===== config.mk =====
export PLATFORM = sky130hd
export DESIGN_NAME = bk_mp_addsub_seq
export DESIGN_NICKNAME = d
export VERILOG_FILES = /design/src/rtl/bk_mp_addsub_seq.sv
export SDC_FILE = /design/constraint.sdc
export NUM_CORES = 1
export LEC_CHECK = 0
export BUFFER_PORTS_ARGS = -buffer_cell sky130_fd_sc_hd__buf_2
export CORE_MARGIN = 2
export CORE_UTILIZATION = 50
export CTS_CLUSTER_SIZE = 14
export DETAILED_ROUTE_END_ITERATION = 7
export PLACE_DENSITY = 0.77
export RECOVER_POWER = 25
export SETUP_SLACK_MARGIN = 0.05
export SLEW_MARGIN = 0
export SYNTH_ARGS = -nofsm -noshare
export SYNTH_HDL_FRONTEND = slang
export SYNTH_SLANG_ARGS = --single-unit

===== constraint.sdc =====
create_clock -name clk -period 4.1 [get_ports clk]
set_clock_uncertainty 0.15 [all_clocks]
set_input_delay 0.41 -clock clk [delete_from_list [all_inputs] [get_ports clk]]
set_output_delay 0.41 -clock clk [all_outputs]
set_load 0.02 [all_outputs]

===== src/rtl/bk_mp_addsub_seq.sv =====
// Multi-precision add/subtract sequencer: one 16-bit limb per clock,
// LSB limb first, carry chained through a register into a Brent-Kung core.

module bk_add16 (
    input  logic [15:0] x,
    input  logic [15:0] y,
    input  logic        cin,
    output logic [15:0] sum,
    output logic        cout
);
    logic [15:0] g;
    logic [15:0] p;
    logic [15:0] gg;
    logic [15:0] pp;

    always_comb begin
        g = x & y;
        p = x ^ y;
        gg = g;
        pp = p;
        gg[0] = g[0] | (p[0] & cin);
        // up-sweep builds prefixes at 2^k-1, down-sweep fills the gaps
        for (int d = 1; d < 16; d = d * 2) begin
            for (int i = d; i < 16; i++) begin
                if ((i + 1) % (2 * d) == 0) begin
                    gg[i] = gg[i] | (pp[i] & gg[i-d]);
                    pp[i] = pp[i] & pp[i-d];
                end
            end
        end
        for (int d = 4; d > 0; d = d / 2) begin
            for (int i = d; i < 16; i++) begin
                if (((i + 1) % (2 * d) == d) && (i >= 2 * d)) begin
                    gg[i] = gg[i] | (pp[i] & gg[i-d]);
                    pp[i] = pp[i] & pp[i-d];
                end
            end
        end
        sum = p ^ {gg[14:0], cin};
        cout = gg[15];
    end
endmodule

module bk_mp_addsub_seq #(
    parameter int WORDS = 4
) (
    input  logic              clk,
    input  logic              rst_n,
    input  logic              in_valid,
    output logic              in_ready,
    input  logic              op_sub,
    input  logic [16*WORDS-1:0] a,
    input  logic [16*WORDS-1:0] b,
    output logic              out_valid,
    input  logic              out_ready,
    output logic [16*WORDS-1:0] result,
    output logic              cout,
    output logic              ovf
);
    localparam int W = 16 * WORDS;
    localparam int IW = (WORDS > 1) ? $clog2(WORDS) : 1;
    localparam logic [IW-1:0] LAST = IW'(WORDS - 1);

    typedef enum logic [1:0] {IDLE, RUN, DONE} state_t;

    state_t        state;
    logic [IW-1:0] idx;
    logic          carry;
    logic [W-1:0]  a_q;
    logic [W-1:0]  b_q;
    logic [W-1:0]  res_q;
    logic          cout_q;
    logic          ovf_q;
    logic [15:0]   a_limb;
    logic [15:0]   b_limb;
    logic [15:0]   sum;
    logic          c_out;

    assign a_limb = a_q[16*idx +: 16];
    assign b_limb = b_q[16*idx +: 16];

    bk_add16 u_add (
        .x    (a_limb),
        .y    (b_limb),
        .cin  (carry),
        .sum  (sum),
        .cout (c_out)
    );

    always_ff @(posedge clk or negedge rst_n) begin
        if (!rst_n) begin
            state  <= IDLE;
            idx    <= '0;
            carry  <= 1'b0;
            a_q    <= '0;
            b_q    <= '0;
            res_q  <= '0;
            cout_q <= 1'b0;
            ovf_q  <= 1'b0;
        end else begin
            case (state)
                IDLE: begin
                    if (in_valid) begin
                        a_q   <= a;
                        b_q   <= op_sub ? ~b : b;
                        carry <= op_sub;
                        idx   <= '0;
                        state <= RUN;
                    end
                end
                RUN: begin
                    res_q[16*idx +: 16] <= sum;
                    carry <= c_out;
                    if (idx == LAST) begin
                        cout_q <= c_out;
                        // sign overflow: like-signed operands, differing result sign
                        ovf_q  <= (a_limb[15] == b_limb[15]) &&
                                  (sum[15] != a_limb[15]);
                        state  <= DONE;
                    end else begin
                        idx <= idx + 1'b1;
                    end
                end
                DONE: begin
                    if (out_ready) state <= IDLE;
                end
                default: state <= IDLE;
            endcase
        end
    end

    assign in_ready  = (state == IDLE);
    assign out_valid = (state == DONE);
    assign result    = res_q;
    assign cout      = cout_q;
    assign ovf       = ovf_q;
endmodule

Word level (Yosys, flattened, before mapping)
Index checks and enable logic that the tools add are counted.
{ "totals": {"register_bits": 199, "latch_bits": 0, "ramBits": 0, "rom_bits": 0, "inputBits": 133, "output_inout_bits": 68, "elab_cells": 111, "n_memories": 0} }
{ "op_classes": {"n_addsub": 2, "n_mul": 0, "n_div": 0, "magnitude_cmp": 0, "eq_ne": 9, "shift": 4, "n_mux": 11, "n_bitwise": 69, "reduce_logical": 8} }
{ "ops": {"columns": ["op", "n"], "rows": [
  ["$shiftx 64x7->16", 2],
  ["$bwmux 64", 1],
  ["$mux 64", 1],
  ["$not 64->64", 1],
  ["$shift 16x34->64 const A", 1],
  ["$shiftx 16x34->64", 1],
  ["$and 1x1->1", 38],
  ["$neg 6->34", 1],
  ["$xor 16x16->16", 2],
  ["$or 1x1->1", 27],
  ["$and 16x16->16", 1],
  ["$mux 2", 5],
  ["$ne 2x2->1 const B", 3],
  ["$pmux 2 s3", 1],
  ["$reduce_and 2->1", 3],
  ["$reduce_and 3->1", 2],
  ["$eq 2x2->1 const B", 2],
  ["$pmux 2 s2", 1],
  ["$add 2x1->2 const B", 1],
  ["$eq 2x1->1 const B", 1],
  ["$logic_not 2->1", 1],
  ["$ne 2x1->1 const B", 1],
  ["$pmux 1 s2", 1],
  ["$reduce_bool 2->1", 1],
  ["4 further kinds", 4]
]} }

Logic depth before layout (Yosys ltp)
Gate-level depths: netlist (run 1).
{ "depth": {"ltp_word": 19, "depth_mapped": 14} }

Hierarchy
Synthesis (run 1) repeated with hierarchy kept, for this count alone.
{ "hier_totals": {"hier_cells": 777, "area_unflattened_um2": 9495.4} }
{ "modules_own_cells": {"columns": ["mod", "n_inst", "cells_per_inst", "area_each_um2"], "rows": [
  ["bk_mp_addsub_seq", 1, 707, 8849.7],
  ["bk_add16", 1, 70, 645.6]
]} }

Worst setup path before layout (run 1)
OpenSTA, ideal clock, no wires.
{ "synth_path": {"path_type": "reg2reg", "startpoint": "register idx[0]", "endpoint": "register res_q[15], in the netlist result[15]", "setup_ns": 0.136, "arrival_ns": 3.754, "t_required_ns": 3.814, "path_slack_ns": 0.060, "stages_incl_launch_ff": 15, "n_path_buf": 2, "path_cell_list": "dfrtp_1 buf_4 buf_2 mux4_2 fa_1 inv_1 fa_1 nand2b_1 a21oi_2 o2111ai_1 nand2_1 a221o_1 fa_1 xnor2_1 o21ai_0"} }
{ "synth_between": {"elab_chain_len": 19} }
{ "synth_rtl": {"columns": ["element", "line_no", "rtl"], "rows": [
  ["start, declared", "67", "logic [IW-1:0] idx;"],
  ["start signal, assigned", "121", "idx <= idx + 1'b1;"],
  ["$shiftx 64x7->16, on equally long branches", "79, 80", null],
  ["$xor 16x16->16", "18", "p = x ^ y;"],
  ["$and 1x1->1", "21", "gg[0] = g[0] | (p[0] & cin);"],
  ["$or 1x1->1", "21", null],
  ["$and 1x1->1", "26", "gg[i] = gg[i] | (pp[i] & gg[i-d]);"],
  ["$or 1x1->1", "26", null],
  ["$and 1x1->1", "26", null],
  ["$or 1x1->1", "26", null],
  ["[3 not listed]", null, null],
  ["$or 1x1->1", "34", "gg[i] = gg[i] | (pp[i] & gg[i-d]);"],
  ["$and 1x1->1", "34", null],
  ["$or 1x1->1", "34", null],
  ["$and 1x1->1", "34", null],
  ["$or 1x1->1", "34", null],
  ["$xor 16x16->16", "39", "sum = p ^ {gg[14:0], cin};"],
  ["$shiftx 16x34->64", "112", "res_q[16*idx +: 16] <= sum;"],
  ["$bwmux 64 *", "112", null],
  ["end signal, assigned by index", "112", null],
  ["end, declared", "71", "logic [W-1:0] res_q;"]
]} }
Mark *: on every way between the ends. The rest lies on a longest branch, timed or not.
A chain may end at the register's enable or synchronous reset.

Final worst setup path (run 1)
{ "layout_path": {"startpoint": "register idx[0]", "endpoint": "register res_q[47], in the netlist result[47]"} }
Same word-level chain as after synthesis.

==> results of run 1 <==
-- worst max-delay path by stage --
stage                        from                      to  slack, ns  cells past startpoint
6_report       idx[0]$_DFFE_PN0P_  result[47]$_DFFE_PN0P_       0.30                     12
5_1_grt                     rst_n      idx[1]$_DFFE_PN0P_       0.04                      1
4_1_cts        idx[0]$_DFFE_PN0P_  result[13]$_DFFE_PN0P_       0.15                     11
3_5_place_dp   idx[0]$_DFFE_PN0P_  result[15]$_DFFE_PN0P_       0.06                     11
3_3_place_gp   idx[0]$_DFFE_PN0P_  result[15]$_DFFE_PN0P_       0.18                     12
2_1_floorplan  idx[0]$_DFFE_PN0P_  result[15]$_DFFE_PN0P_       0.06                     14
-- per-layer routing --
metal	part of all wire, %	vias to the layer above	routed length, um	track usage [%]
met5	0	-	0	0
met4	2.5	0	546	8.65
met3	4.4	29	964	3.32
met2	49	196	10800	36.7
met1	44	3121	9730	30.7
li1	-	3001	-	-
-- what timing repair did --
| item | in CTS | in global routing |
|---|---|---|
| hold buffers | 0 | 0 |
| endpoints found under the hold margin | 0 | 0 |
| pin swaps | 0 | 1 |
| gates resized for setup | 1 | 2 |
| setup endpoints to repair | 1 | 10 |
| buffers inserted | 0 | 3 |
-- flip-flops by register name (all words and copies together), names as in the netlist --
register / count
result: 64
carry: 1
a_q: 64
idx: 2
ovf: 1
b_q: 64
state: 2
cout: 1
-- where the power goes --
part	switching, mW	internal [mW]	total, mW	leakage (nW)
logic	3.61	2.63	6.24	2.50
clock network	0.706	0.987	1.69	0.279
registers	0.555	2.85	3.41	2.42
total	4.87	6.47	11.3	5.20
-- final cells by class --
| class | instances | area [sq um] |
|---|---|---|
| fillers | 1489 | 7400 |
| flip-flops and latches | 199 | 4980 |
| multi-input cells | 499 | 4350 |
| repair buffers | 213 | 1130 |
| clock buffers | 23 | 468 |
| well taps | 260 | 325 |
| clock inverters | 8 | 123 |
| inverters | 14 | 52.6 |
-- stage by stage --
| step | total power [mW] | setup slack [ns] | instance area, sq um |
|---|---|---|---|
| after detailed placement | 9.57 | 0.0635 | 10800 |
| after CTS | 11.3 | 0.154 | 11400 |
| final | 11.3 | 0.301 | 11400 |
| after global routing | 12.1 | 0.0375 | 11400 |
| after global placement | 9.37 | 0.176 | 10800 |
| after floorplan | 7.77 | 0.0601 | 9680 |
-- synth_stat cells, types with 2 or more instances --
cell,instances,area (sq um)
a22o_1,20,175
nor2_1,73,274
nand4_1,2,12.5
xnor2_1,69,604
nand2_2,2,12.5
or3_1,2,12.5
mux2_4,25,375
inv_1,14,52.6
a21o_1,3,22.5
xor2_1,3,26.3
mux4_2,32,721
mux2_1,2,22.5
a21oi_2,51,447
mux2_2,40,450
nand2b_1,5,31.3
nand2_1,57,214
o21ai_0,26,130
buf_2,21,105
fa_1,9,180
buf_4,2,15.0
a21oi_1,21,105
o21ai_1,13,65.1
dfrtp_1,199,4980
ha_1,20,250
buf_6,14,158
clkbuf_1,9,33.8
o21ai_2,10,87.6
-- worst max-delay path, stage by stage, from the launching register on --
cell,delay (ns)
dfrtp_2,0.45
mux4_2,0.55
fa_1,0.39
inv_1,0.08
fa_1,0.20
nand2b_1,0.15
a21oi_2,0.07
o2111ai_2,0.24
nand2_1,0.14
a221o_1,0.35
fa_1,0.45
xnor2_2,0.29
o21ai_0,0.13
-- cells by family (layout without fill, tap and decap cells) --
kind of cell    Yosys count  in the layout  share of synthesized area (%)
simple gates            147            147                           6.23
xor+xnor                 72             72                           6.51
buf+inv                  60            258                           3.76
compound gates          152            152                           11.4
flops                   199            199                           51.4
mux                      99             99                           16.2
fa+ha+maj                29             29                           4.45
==> metrics.yaml, run 1 <==
timing:
  fmax_mhz: 263
  rsz0062_at_grt: "false"
  period_share_pct: 92.7
  relSlewSlack_pct: -123
  setup_viol: 0
  finalMaxSlewViolations: 136
  hold_violations: 0
  worst_pin_slew_ns: 3.35
  period_needed_ns: 3.80
  fin_tns_setup_ns: 0
  fin_hold_ws_ns: 0.0350
final_layout:
  fin_util_pct: 60.7
  final_common_cell: "buf_2"
  drive_above_1_share_pct: 42.8
  nNetsFinal: 1106
  syn_to_final_growth_pct: 18.1
  diodes: 0
  instances_no_fill: 1216
  layout_common_cells: "buf_2, dfrtp_1, nor2_1"
routing:
  drc: 0
  viasPerCell: 5.22
  drtAntennaViolNets: 0
  drt_iter0_drc: 335
  via_count: 6347
  totalWireLength_mm: 22.1
  dr.pass1.iters: 4
  wl_per_cell_um: 18.1
yosys:
  synth-edff-count: 0
  ys_types: 41
  synth_cells: 758
  synth_nets: 920
  synth_seq_area_share_pct: 51.4
  syn-cell-area_sq_mm: 0.00968
  synth-seq-cells: 199
  syn_area_per_cell_sq_um: 12.8
  synth_top_flop_cell: "dfrtp_1"
  async_reset_ff_share_pct: 100
  yosys_warnings: 0
clock_network:
  cts_buffers: 17
  cts_max_level: 4
  cts.sinks: 199
  cts_tree: "yes"
  insertion_delay_ns: 0.44
  cts_buffer_depth: 2
  clk_pin_slew_ns: 0.07
  root_buffer: "clkbuf_16"
global_route:
  grt_pass1_wl_mm: 34.3
  antenna_found_initial: 0
  grt_max_degree: 137
  grt_pass1_vias: 6299
  grt.overflow.total: 0
  grt_usage_pct: 22.5
placed_design:
  port_buffers: 200
  hpwl_mm: 16.4
  place_congestion: 0.854
  place_inst: 1182
power:
  power_density_mw_per_mm2: 992
  vdd_drop_max_uv: 680
  p_leak_nw: 5.20
worst_setup_path:
  r2r_start: "idx[0]$_DFFE_PN0P_"
  rrSetupSlack_ns: 0.30
  cp-end-kind: "flop"
  cp-start-kind: "flop"
  path_max_fanout: 6
  r2r_cells: 12
  critPathArrivalTime_ns: 3.94
  crit_required_ns: 4.24
  regToRegEndpoint: "result[47]$_DFFE_PN0P_"
  crit_type: "reg -> reg"
min_path:
  min_path_type: "in -> reg"
  min_path_cells: 2
  hold_path.startpoint: "out_ready"
  holdPathEnd: "state[1]$_DFFE_PN0P_"
status:
  outcome: "finished, violations left"
  violations: "max-capacitance violations, max-slew violations"
floorplanning:
  rows: 50
  initial_core_util_pct: 51.4
  die_width_um: 143
  dieArea_sq_mm: 0.0205
  core_sq_mm: 0.0188
  io_pins: 201
  die_y_um: 143
job:
  drv_cap: 1
(Power assumes the default switching activity.)
==> run 2, diff against run 1 <==
- REMOVE_ABC_BUFFERS: unset -> 1
==> run 2 against run 1 <==
  * The run still ends with max-capacitance violations, max-slew violations left
  * Cell count is 0.49% higher
  * Worst setup slack better by 0.020 ns
  * Die area stayed put
  * Register-to-register slack better by 0.02 ns
  * Critical path depth stayed put
  * Via count is 0.96% higher
  * Sequential share of layout area is 0.29 points lower
  * Combinational power is 2% lower
  * Utilization is 0.41 points higher
  * Clock-buffer cell count is 5 lower
==> metrics.yaml, run 2 (synthesized netlist as in run 1, its figures left out) <==
status:
  violations: "max-capacitance violations, max-slew violations"
  outcome: "finished, violations left"
worst_setup_path:
  cp_cell_sequence: "mux4_2, fa_1, inv_1, fa_1, nand2b_1, a21oi_2, o2111ai_2, nand2_1, a221o_1, fa_2, xnor2_2, o21ai_0"
  cp_common_cell: "fa_1"
  cp-start-kind: "flop"
  critPathArrivalTime_ns: 3.92  # -0.02 ns
  critPathTopFamily: "adder cells"
  critPathMaxStageDelay_ns: 0.53  # -0.02 ns
  crit_type: "reg -> reg"
  crit_required_ns: 4.25  # about the same
  path_buf_inv: 1  # unchanged
  critPathSlowestCell: "mux4_2"
  path_max_fanout: 6  # unchanged
  cp-end-kind: "flop"
placed_design:
  place_congestion: 0.850  # -0.53%
  hpwl_mm: 16.5  # +0.33%
  port_buffers: 200  # unchanged
  place_inst: 1187  # +0.42%
power:
  p_switching_mw: 4.75  # -2.4%
  vdd_drop_max_uv: 469  # -31%
  power_density_mw_per_mm2: 975  # -1.7%
  swShare_pct: 42.3  # -0.62 points
  p_int_mw: 6.47  # about the same
  p_leak_nw: 5.25  # +0.82%
  pwr-share-clk_pct: 15.4  # +0.5 points
  seq_power_share_pct: 30.3  # +0.3 points
  combPwrFrac_pct: 54.3  # -0.7 points
  power.total_mw: 11.2  # -1.0%
global_route:
  grt_max_degree: 119  # -13%
  antenna_found_initial: 0  # unchanged
  grt_usage_pct: 23.3  # +0.82 points
  grt_pass1_vias: 6492  # +3.1%
  grt.overflow.total: 0  # unchanged
  grt_pass1_wl_mm: 35.9  # +4.7%
floorplanning:
  initial_core_util_pct: 51.4  # unchanged
  die_width_um: 143  # unchanged
  dieArea_sq_mm: 0.0205  # unchanged
  die_y_um: 143  # unchanged
  rows: 50  # unchanged
  core_sq_mm: 0.0188  # unchanged
  io_pins: 201  # unchanged
routing:
  viasPerCell: 5.24  # +0.47%
  via_count: 6408  # +0.96%
  wl_met2_mm: 11.1  # +2.9%
  dr.pass1.iters: 4  # unchanged
  totalWireLength_mm: 22.5  # +2.2%
  drt_iter0_drc: 406  # +21%
  wl_met1_mm: 9.80  # +0.71%
  drc: 0  # unchanged
  wl_per_cell_um: 18.5  # +1.7%
  drtAntennaViolNets: 0  # unchanged
  top_layer: "met4"
  wl_met3_mm: 1.12  # +16%
final_layout:
  final_common_cell: "buf_2"
  sequential_cell_area_sq_mm: 0.00498  # unchanged
  nNetsFinal: 1111  # +0.45%
  fillers: 1524  # +2.4%
  layout_common_cells: "buf_2, dfrtp_1, nor2_1"
  instances_no_fill: 1222  # +0.49%
  multiInputGateArea_sq_mm: 0.00436  # about the same
  syn_to_final_growth_pct: 18.9
  drive_above_1_share_pct: 43.5  # +0.67 points
  diodes: 0  # unchanged
clock_network:
  insertion_delay_ns: 0.44  # about the same
  cts_buffers: 17  # unchanged
  cts_buffer_depth: 2  # unchanged
  root_buffer: "clkbuf_16"
  cts_max_level: 4  # unchanged
  cts.sinks: 199  # unchanged
  cts_tree: "yes"
  clk_pin_slew_ns: 0.07  # about the same
timing:
  period_needed_ns: 3.78  # -0.0202 ns
  period_share_pct: 92.2  # -0.49 points
  fin_tns_setup_ns: 0  # unchanged
  rsz0062_at_grt: "false"
  setup_viol: 0  # unchanged
  relSlewSlack_pct: -97.4  # +26 points
  fmax_mhz: 265  # +0.53%
  hold_violations: 0  # unchanged
  worst_pin_slew_ns: 2.96  # -0.385 ns
  finalMaxSlewViolations: 118  # -13%
job:
  drv_cap: 1  # unchanged
min_path:
  min_path_type: "in -> reg"
-- run 2: changes by cell type in the layout (fill, tap and decap cells not counted), moves of 2 or more --
cell | before | now
buf_4 | 10 | 14
inv_6 | 0 | 4
clkbuf_1 | 4 | 1
buf_12 | 2 | 4
clkbuf_8 | 2 | 0
clkinv_4 | 0 | 2
-- run 2: worst paths after layout --
check                                 startpoint                endpoint  slack [ns]  depth (start not counted)
min in group asynchronous                  rst_n     b_q[35]$_DFFE_PN0P_        0.75                          1
max in group asynchronous                  rst_n      idx[0]$_DFFE_PN0P_        1.08                          1
hold / removal                             a[52]     a_q[52]$_DFFE_PN0P_        0.05                          2
setup reg to reg              idx[0]$_DFFE_PN0P_  result[15]$_DFFE_PN0P_        0.32                         12
hold reg to reg            result[6]$_DFFE_PN0P_   result[6]$_DFFE_PN0P_        0.33                          2
setup / recovery              idx[0]$_DFFE_PN0P_  result[15]$_DFFE_PN0P_        0.32                         12
-- run 2: power by group through the flow --
| stage | Clock (mW) | Sequential, mW | Combinational [mW] |
|---|---|---|---|
| after global placement | 0 | 3.39 | 5.83 |
| after detailed placement | 0 | 3.43 | 5.96 |
| final | 1.73 | 3.40 | 6.10 |
| after floorplan | 0 | 3.58 | 4.19 |
| after CTS | 1.75 | 3.41 | 6.05 |
| after global routing | 1.83 | 3.50 | 6.71 |
-- run 2: timing repair --
item / in CTS / in global routing
cloned: 0 / 0
setup buffers: 0 / 2
hold endpoints to repair: 1 / 0
hold buffers: 1 / 0
pin swaps: 0 / 1
endpoints found under the setup margin: 3 / 8
gates resized for setup: 1 / 2
-- run 2: metal layers --
metal	track usage [%]	up-vias
li1	-	3017
met1	32.7	3149
met2	37.0	210
met3	3.89	32
met4	8.44	0
met5	0	-
-- run 2: worst register-to-register path, delay by kind of cell (launching register included) --
kind            cells  cell delay (ns)
fa+ha+maj           3             1.00
compound gates      4             0.85
mux                 1             0.53
flops               1             0.45
simple gates        2             0.30
xor+xnor            1             0.26
buf+inv             1             0.08
-- run 2: per-stage QoR --
stage	setup WS [ns]	cell area (sq um)	util [%]	hold WS (ns)
after floorplan	-2.36	9370	-	-0.0356
after global placement	0.158	10900	57.8	0.308
after detailed placement	0.0423	10900	57.8	0.318
after CTS	0.130	11500	61.0	0.0179
after global routing	0.0819	11500	61.1	0.0432
final	0.321	11500	61.1	0.0471
-- run 2: final cells by class --
type                       count  share of cell area [%]
tap                          260                    2.83
multi-input combinational    499                    37.9
sequential                   199                    43.3
timing repair buffer         218                    10.3
inverter                      14                   0.457
clock buffer                  18                    3.73
clock inverter                14                    1.50
==> run 3, diff against run 2 <==
- SYNTH_HIERARCHICAL: unset -> 1
==> run 3 against run 2 <==
  * Total power is 2.1% lower
  * Utilization is 0.85 points lower
  * Area after synthesis is 1.9% lower
  * Via count is 0.55% higher
  * Routed wire length is 5.7% lower
  * Cell count is 0.98% lower
  * Die area is 1.9% lower
  * First-iteration DRC count is 6.2% lower
  * Non-clock buffer count is 1 higher
  * Clock-buffer cell count is 2 higher
  * Design area is 2.4% lower
  * The flow still finishes with violations (max-capacitance violations, max-slew violations)
  * Register-to-register slack worse by 0.12 ns
==> metrics.yaml, run 3 <==
timing:
  relSlewSlack_pct: -77.9  # +20 points
  hold_violations: 0  # unchanged
  setup_viol: 0  # unchanged
  finalMaxSlewViolations: 58  # -51%
  period_needed_ns: 3.90  # +0.122 ns
  fin_hold_ws_ns: 0.0486  # +0.00146 ns
  rsz0062_at_grt: "false"
  fmax_mhz: 256  # -3.1%
  fin_tns_setup_ns: 0  # unchanged
  worst_pin_slew_ns: 2.67  # -0.293 ns
  period_share_pct: 95.1  # +3.0 points
yosys:
  synth_seq_area_share_pct: 52.4  # +1.0 points
  synth_top_area_share_pct: 52.4  # +1.0 points
  yosysTopAreaCell: "dfrtp_1"
  ys_top_cells_by_area: "dfrtp_1, mux2_2, mux4_2"
  synth-edff-count: 0  # unchanged
  synth_commonest_cells: "dfrtp_1, nand2_1, a21oi_1, nor2_1"
  synth_top_flop_cell: "dfrtp_1"
  synth_cells: 777  # +2.5%
  yosys_warnings: 6  # +6
  synth-seq-cells: 199  # unchanged
  syn-cell-area_sq_mm: 0.00950  # -1.9%
  ys_types: 42  # +2.4%
  async_reset_ff_share_pct: 100  # unchanged
  yosysMostFrequentCell: "dfrtp_1"
  syn_area_per_cell_sq_um: 12.2  # -4.3%
worst_setup_path:
  critPathTopFamily: "compound AO/OA/AOI/OAI gates"
  cp-start-kind: "flop"
  path_buf_inv: 3  # +2
  critPathMaxStageDelay_ns: 0.52  # about the same
  critPathArrivalTime_ns: 4.07  # +0.15 ns
  critPathSlowestCell: "mux4_2"
  cp-end-kind: "flop"
  path_max_fanout: 6  # unchanged
  crit_type: "reg -> reg"
  crit_required_ns: 4.27  # +0.02 ns
  cp_cell_sequence: "mux4_2, inv_1, fa_1, inv_1, fa_2, a211oi_4, o211ai_2, a41oi_4, o21ai_0, fa_1, xor2_2, inv_1, and3_1, o31a_1"
  cp_common_cell: "inv_1"
clock_network:
  cts_buffers: 17  # unchanged
  cts_buffer_depth: 2  # unchanged
  cts.sinks: 199  # unchanged
  cts_max_level: 4  # unchanged
  insertion_delay_ns: 0.43  # about the same
  clk_pin_slew_ns: 0.07  # about the same
  cts_tree: "yes"
  root_buffer: "clkbuf_16"
routing:
  drt_iter0_drc: 381  # -6.2%
  top_layer: "met4"
  drc: 0  # unchanged
  drtAntennaViolNets: 0  # unchanged
  viasPerCell: 5.32  # +1.5%
  dr.pass1.iters: 4  # unchanged
  wl_met3_mm: 1.12  # +0.18%
  wl_met1_mm: 9.76  # -0.36%
  via_count: 6443  # +0.55%
  wl_met2_mm: 10.0  # -9.8%
  totalWireLength_mm: 21.3  # -5.7%
  wl_per_cell_um: 17.6  # -4.8%
power:
  vdd_drop_max_uv: 511  # +9.0%
  power_density_mw_per_mm2: 978  # +0.28%
  p_leak_nw: 4.89  # -6.7%
floorplanning:
  io_pins: 201  # unchanged
  core_sq_mm: 0.0186  # -1.0%
  die_width_um: 142  # -0.94%
  rows: 50  # unchanged
  initial_core_util_pct: 50.9  # -0.48 points
  die_y_um: 142  # -0.94%
  dieArea_sq_mm: 0.0201  # -1.9%
final_layout:
  syn_to_final_growth_pct: 18.3
  drive_above_1_share_pct: 30.8  # -13 points
  final_common_cell: "dfrtp_1"
  nNetsFinal: 1124  # +1.2%
  diodes: 0  # unchanged
  sequential_cell_area_sq_mm: 0.00498  # unchanged
  layout_common_cells: "dfrtp_1, buf_2, nand2_1"
  fillers: 1529  # +0.33%
  fin_util_pct: 60.3  # -0.85 points
  instances_no_fill: 1210  # -0.98%
  multiInputGateArea_sq_mm: 0.00422  # -3.1%
placed_design:
  place_congestion: 0.783  # -7.8%
  hpwl_mm: 15.2  # -8.0%
  place_inst: 1175  # -1.0%
  port_buffers: 200  # unchanged
status:
  outcome: "finished, violations left"
  violations: "max-capacitance violations, max-slew violations"
global_route:
  grt_usage_pct: 21.8  # -1.5 points
  antenna_found_initial: 0  # unchanged
  grt_pass1_wl_mm: 33.9  # -5.8%
  grt_pass1_vias: 6480  # -0.18%
  grt_max_degree: 163  # +37%
  grt.overflow.total: 0  # unchanged
job:
  drv_cap: 1  # unchanged
min_path:
  min_path_type: "in -> reg"
[run 3: cell type report]
| class | instances | share of cell area [%] |
|---|---|---|
| multi-input cells | 508 | 37.6 |
| clock inverters | 12 | 1.15 |
| well taps | 234 | 2.61 |
| clock buffers | 20 | 3.89 |
| flip-flops and latches | 199 | 44.3 |
| inverters | 18 | 0.601 |
| repair buffers | 219 | 9.85 |
[run 3: power by group]
group / internal [mW] / total, mW / switching, mW / leakage [nW]
Sequential: 2.83 / 3.36 / 0.530 / 2.42
Clock: 0.900 / 1.63 / 0.727 / 0.271
Combinational: 2.53 / 6.00 / 3.47 / 2.20
Total: 6.26 / 11.0 / 4.73 / 4.89
[run 3: stage by stage]
stage	area, sq um	worst slack [ns]	power (mW)
final	11200	0.199	11.0
after global routing	11200	0.0285	11.8
after CTS	11300	0.0702	10.9
after detailed placement	10700	0.0647	9.25
after global placement	10700	0.132	9.08
after floorplan	9230	-3.52	7.46
[run 3: repair_timing]
action,4_1_cts,5_1_grt
buffers inserted,0,2
hold endpoints to repair,56,0
resized for setup,1,4
pin swaps,2,3
gates cloned,0,0
hold buffers,1,0
endpoints found under the setup margin,1,3
[run 3: path summary, 6_finish.rpt]
path                       cells past startpoint                      to              startpoint  slack (ns)
setup / recovery                              14         ovf$_DFFE_PN0P_      idx[0]$_DFFE_PN0P_        0.20
hold / removal                                 2    state[1]$_DFFE_PN0P_               out_ready        0.05
setup reg to reg                              14         ovf$_DFFE_PN0P_      idx[0]$_DFFE_PN0P_        0.20
hold reg to reg                                2  result[18]$_DFFE_PN0P_  result[18]$_DFFE_PN0P_        0.33
max in group asynchronous                      3      idx[1]$_DFFE_PN0P_                   rst_n        0.69
min in group asynchronous                      2     a_q[30]$_DFFE_PN0P_                   rst_n        1.41
[run 3: layer usage]
layer  GRT usage (%)  vias to the layer above
met5               0                        -
met4            6.11                        0
met3            4.42                       19
met2            35.0                      196
met1            30.6                     3142
li1                -                     3086
[run 3: kinds of logic (layout without fill, tap and decap cells)]
family / after synthesis / count (layout) / share of synthesized area [%]
xor gates and xnor gates: 71 / 71 / 6.55
and+or+nand+nor: 156 / 156 / 7.47
muxes: 99 / 99 / 15.5
DFF: 199 / 199 / 52.4
buffers and inverters: 70 / 269 / 3.47
adders and majority gates: 28 / 28 / 4.40
AOI/OAI and AO/OA: 154 / 154 / 10.1
